**config.mk**
```make
export PLATFORM = sky130hd
export DESIGN_NAME = uart_rx_deser
export DESIGN_NICKNAME = d
export VERILOG_FILES = /design/src/rtl/uart_rx_deser.sv
export SDC_FILE = /design/constraint.sdc
export NUM_CORES = 1
export LEC_CHECK = 0
export ABC_AREA = 1
export CORE_MARGIN = 2
export CORE_UTILIZATION = 45
export DETAILED_ROUTE_END_ITERATION = 7
export SYNTH_ARGS = -nofsm -noshare
export SYNTH_HDL_FRONTEND = slang
export SYNTH_SLANG_ARGS = --single-unit
```
**constraint.sdc**
```tcl
create_clock -name clk -period 3.5 [get_ports clk]
set_input_delay 0.525 -clock clk [delete_from_list [all_inputs] [get_ports clk]]
set_output_delay 0.525 -clock clk [all_outputs]
set_load 0.02 [all_outputs]
```
**src/rtl/uart_rx_deser.sv**
```systemverilog
// rtl/uart_rx_deser.sv - 8N1 UART receiver: 16x oversampling, majority vote, FWFT receive FIFO.
// Optional parity state and parity_err_o enabled by defining UART_RX_PARITY_EN.
module uart_rx_deser #(
  parameter int DIV_WIDTH  = 16,
  parameter int FIFO_DEPTH = 8
) (
  input  logic                            clk,
  input  logic                            rst,
  input  logic [DIV_WIDTH-1:0]            cfg_div_i,
`ifdef UART_RX_PARITY_EN
  input  logic                            cfg_parity_odd_i,
  output logic                            parity_err_o,
`endif
  input  logic                            rx_i,
  output logic [7:0]                      rx_data_o,
  output logic                            rx_valid_o,
  input  logic                            rx_ready_i,
  output logic                            frame_err_o,
  output logic                            overrun_o,
  output logic [$clog2(FIFO_DEPTH):0]     fifo_level_o
);

  localparam int PTR_W = $clog2(FIFO_DEPTH);
  localparam int LVL_W = PTR_W + 1;

  typedef enum logic [2:0] {
    S_IDLE,
    S_START,
    S_DATA,
`ifdef UART_RX_PARITY_EN
    S_PARITY,
`endif
    S_STOP,
    S_WAIT_HIGH
  } state_t;

  state_t state_q, state_d;

  logic                 rx_meta_q, rx_s_q, rx_prev_q;
  logic [DIV_WIDTH-1:0] cnt_q;
  logic [3:0]           samp_q;
  logic [2:0]           bit_q;
  logic [7:0]           shreg_q;
  logic                 v7_q, v8_q;
  logic                 frame_err_q, overrun_q;

  logic tick, maj, at9, at15, fall_edge;
  logic start_frame, shift_en, bit_done, stop_dec, push_req, ferr_req;

  // >= rather than == so a divisor lowered mid-frame still produces ticks.
  assign tick      = (cnt_q >= cfg_div_i);
  assign at9       = tick && (samp_q == 4'd9);
  assign at15      = tick && (samp_q == 4'd15);
  assign maj       = (v7_q & v8_q) | (v7_q & rx_s_q) | (v8_q & rx_s_q);
  assign fall_edge = rx_prev_q && !rx_s_q;

  always_ff @(posedge clk or posedge rst) begin
    if (rst) state_q <= S_IDLE;
    else     state_q <= state_d;
  end

  always_comb begin
    state_d = state_q;
    case (state_q)
      S_IDLE:      if (fall_edge) state_d = S_START;
      S_START: begin
        if (at9 && maj) state_d = S_IDLE;
        else if (at15)  state_d = S_DATA;
      end
`ifdef UART_RX_PARITY_EN
      S_DATA:      if (at15 && bit_q == 3'd7) state_d = S_PARITY;
      S_PARITY:    if (at15) state_d = S_STOP;
`else
      S_DATA:      if (at15 && bit_q == 3'd7) state_d = S_STOP;
`endif
      S_STOP:      if (at9) state_d = maj ? S_IDLE : S_WAIT_HIGH;
      S_WAIT_HIGH: if (rx_s_q) state_d = S_IDLE;
      default:     state_d = S_IDLE;
    endcase
  end

  always_comb begin
    start_frame = (state_q == S_IDLE) && fall_edge;
    shift_en    = (state_q == S_DATA) && at9;
    bit_done    = (state_q == S_DATA) && at15;
    stop_dec    = (state_q == S_STOP) && at9;
    push_req    = stop_dec && maj;
    ferr_req    = stop_dec && !maj;
  end

  always_ff @(posedge clk or posedge rst) begin
    if (rst) begin
      rx_meta_q <= 1'b1;
      rx_s_q    <= 1'b1;
      rx_prev_q <= 1'b1;
      cnt_q     <= '0;
      samp_q    <= '0;
      bit_q     <= '0;
      shreg_q   <= '0;
      v7_q      <= 1'b0;
      v8_q      <= 1'b0;
    end else begin
      rx_meta_q <= rx_i;
      rx_s_q    <= rx_meta_q;
      rx_prev_q <= rx_s_q;
      if (start_frame) begin
        cnt_q  <= '0;
        samp_q <= '0;
        bit_q  <= '0;
      end else begin
        cnt_q <= tick ? '0 : cnt_q + 1'b1;
        if (tick)     samp_q <= samp_q + 4'd1;
        if (bit_done) bit_q  <= bit_q + 3'd1;
      end
      if (tick && samp_q == 4'd7) v7_q <= rx_s_q;
      if (tick && samp_q == 4'd8) v8_q <= rx_s_q;
      if (shift_en) shreg_q <= {maj, shreg_q[7:1]};
    end
  end

`ifdef UART_RX_PARITY_EN
  logic par_q, parity_err_q;
  always_ff @(posedge clk or posedge rst) begin
    if (rst) begin
      par_q        <= 1'b0;
      parity_err_q <= 1'b0;
    end else begin
      if (state_q == S_PARITY && at9) par_q <= maj;
      parity_err_q <= stop_dec && ((^shreg_q ^ par_q) != cfg_parity_odd_i);
    end
  end
  assign parity_err_o = parity_err_q;
`endif

  logic [7:0]       mem [FIFO_DEPTH];
  logic [PTR_W-1:0] wr_ptr_q, rd_ptr_q;
  logic [LVL_W-1:0] level_q;
  logic             pop, full, wr_en;

  assign pop   = (level_q != '0) && rx_ready_i;
  assign full  = (level_q == LVL_W'(FIFO_DEPTH));
  // A pop in the same cycle frees the slot, so a full FIFO can still accept.
  assign wr_en = push_req && (!full || pop);

  always_ff @(posedge clk) begin
    if (wr_en) mem[wr_ptr_q] <= shreg_q;
  end

  always_ff @(posedge clk or posedge rst) begin
    if (rst) begin
      wr_ptr_q    <= '0;
      rd_ptr_q    <= '0;
      level_q     <= '0;
      frame_err_q <= 1'b0;
      overrun_q   <= 1'b0;
    end else begin
      if (wr_en) wr_ptr_q <= wr_ptr_q + 1'b1;
      if (pop)   rd_ptr_q <= rd_ptr_q + 1'b1;
      case ({wr_en, pop})
        2'b10:   level_q <= level_q + LVL_W'(1);
        2'b01:   level_q <= level_q - LVL_W'(1);
        default: level_q <= level_q;
      endcase
      frame_err_q <= ferr_req;
      overrun_q   <= push_req && full && !pop;
    end
  end

  assign rx_valid_o   = (level_q != '0);
  assign rx_data_o    = rx_valid_o ? mem[rd_ptr_q] : 8'h00;
  assign fifo_level_o = level_q;
  assign frame_err_o  = frame_err_q;
  assign overrun_o    = overrun_q;

endmodule

```
==> out/qor.csv <==
metric,value,unit
cts_tree,built,
clkSlewWorstSetupHoldPaths,50,ps
ios,35,
die_area,0.01291,mm²
compound_gate_portion_of_the_synthesized_area,9.831,%
clock-sinks,115,
hold_ws,354.5,ps
vdd_drop_max,0.0003114,V
finClkSkew,5.946,ps
rsz0062_at_grt,false,
yosys.area_share.adder,5.783,%
drt_first_iter_violations,229,
timing_worst_setup_path_type,register to primary output,
placement_rows,40,
synth-main-ff-cell,edfxtp_1,
ys.warnings.count,0,
max_slew.worst_pin.slew,1046,ps
grt_pass1_vias,3852,
num_antenna_cells,0,
worstPathArrival,2490,ps
fp.dieW,113.6,µm
antenna_found_initial,0,
synth-edff-count,64,
hpwlAfterDp,7.930,mm
timing.critical_path.fanout_max,17,
grt_remaining_overflow,0,
initial_utilization,45.60,%
post_synth_mux_area_share,0.1851,%
final-max-slew-violation-count,0,
synth.top_cells.by_count,"nand2_1 (85), nor2_1 (72), inv_1 (65)",
report.final.setup_viol,0,
gr-usage-all-layers,18.46,%
leakagePower,2.925,nW
wl_per_cell,14.72,µm
core_ar,0.01186,mm²
timing.final.crit_period,3019,ps
cts_resized,0,
synth.cell_area,0.005409,mm²
finish.utilization,55.41,%
post_synth_xor_area_fraction,0.9715,%
cell_accounting_for_the_most_synthesized_area,edfxtp_1,
antenna_left,0,
synth_simple_gate_area_share,18.60,%
layout_worst_path_cycle_share,86.25,%
detail_route.wirelength,11.16,mm
synth.lib_cells_used.distinct,36,
cts_max_path_buffers,2,
sum_of_negative_setup_slack,0,ps
cts_hold_buffers,0,
grt_start_max_net_pins,52,
post-synth-top-area-fraction,35.53,%
post_cts.repair.setup_buffers,0,
ys_top_cells_by_area,"edfxtp_1 (36%), dfrtp_1 (22%), nand2_1 (5.9%)",
cts_max_level,4,
clk-insertion-delay-late,410,ps
startpoint_type,register,
drt_drc_violations_left,0,
route.vias.total,3918,
worstSetupEndpointType,primary output,
port_buffers,34,
drtPass1Iterations,4,
synth.yosys.seq_area_share,59.20,%
holdCritPathClass,register to register,
synth_most_common_cell,nand2_1,
max-slew-margin-rel,30.14,%
die-height,113.6,µm
syn_avg_cell_area,9.943,µm²
flip_flop_and_latch_count_after_synthesis,115,
via_per_inst,5.169,
cellPowerDensity,727.9,mW/mm²
postSynthNetCount,589,
gp_congestion,0.8230,
max_freq,331.3,MHz
netlist_instances,544,
final_layout_size_suffix_gt1_share,10.80,%
total_count_of_hold_check_failures_in_the_final_report,0,
report.power.total,4.784,mW
nNetsFinal,643,
grt_pass1_wl,18.45,mm
synthArstFlopShare,44.35,%
worst_ep_required_time,2970,ps
synth_top_family_by_area,simple AND/OR/NAND/NOR gates,
cts_buffers,17,
status,finished clean,
flow.area_growth_from_synthesis,21.51,%
cap_violations,0,
cts_root_buf,clkbuf_16,
[worst paths after layout]
| check | from | end | slack, ps | cells after the start |
|---|---|---|---|---|
| min | rx_meta_q | rx_s_q | 350 | 0 |
| max reg2reg | cnt_q[9] | mem[2][6] | 910 | 11 |
| max in group asynchronous | rst | cnt_q[1] | 2160 | 2 |
| min reg2reg | rx_meta_q | rx_s_q | 350 | 0 |
| max | rd_ptr_q[1] | rx_data_o[4] | 480 | 6 |
| min in group asynchronous | rst | bit_q[2] | 700 | 2 |
[sequential cells by signal, summed over array words and instances, names as in the netlist, 3 cells and up]
register and cells:
state_q 3, bit_q 3, fifo_level_o 4, shreg_q 8, samp_q 4, wr_ptr_q 3, cnt_q 16, mem 64
rd_ptr_q 3
[worst max-delay path: stages, from the launching register on]
cell and delay, ps:
dfrtp_1 370, inv_1 410, o21ai_0 220, o22ai_1 160, o21ai_0 110, a31oi_1 180
clkdlybuf4s50_1 620
[report_power, final]
group	switching, mW	internal, mW
clock	0.599	1.11
sequential	0.0924	1.52
combinational	0.891	0.574
[cell type report]
cell class,count,area (µm²)
clock buffer,18,429.2
clock inverter,14,162.7
fill,1024,5289
inverter,67,251.5
multi-input combinational,351,1913
sequential,115,3202
tap,147,183.9
timing repair buffer,46,430.4
[per-layer routing]
| metal | track usage (%) | routed length (µm) | vias to the layer above |
|---|---|---|---|
| li1 | - | - | 1949 |
| met1 | 24.65 | 5197 | 1832 |
| met2 | 29.38 | 5247 | 118 |
| met3 | 4.463 | 523 | 19 |
| met4 | 7.236 | 192 | 0 |
| met5 | 0 | 0 | - |
[through the flow]
step,setup WS (ps),area [µm²],instances
finish,481.3,6573,758
detailed placement,302.7,5981,726
global route,289.4,6573,758
global placement,398.7,5981,726
CTS,483.0,6573,758
floorplan,640.8,5409,544
[cell usage in the layout, fill, tap and decap left out, drive strengths merged]
cell type,count
dfstp,3
clkinv,8
o31ai,1
a21o,1
a21oi,17
nand4,6
and3,1
nand2,89
nor4,1
xor2,5
or2,1
edfxtp,64
nor2,82
nor3b,4
o21bai,2
dfrtp,48
nor3,15
xnor2,1
o21a,3
clkinvlp,2
clkbuf,18
a31oi,10
mux2i,1
buf,12
ha,25
bufinv,3
o21ai,55
nand3,22
o22ai,9
clkdlybuf4s50,34
inv,68
[cell families after synthesis]
| group | count (synthesis) |
|---|---|
| AO/OA/AOI/OAI | 98 |
| XOR/XNOR | 6 |
| adder cells (fa/ha/maj) | 25 |
| buffers and inverters | 78 |
| flip-flops | 115 |
| multiplexers | 1 |
| AND/OR/NAND/NOR | 221 |
(Power assumes the default switching activity.)
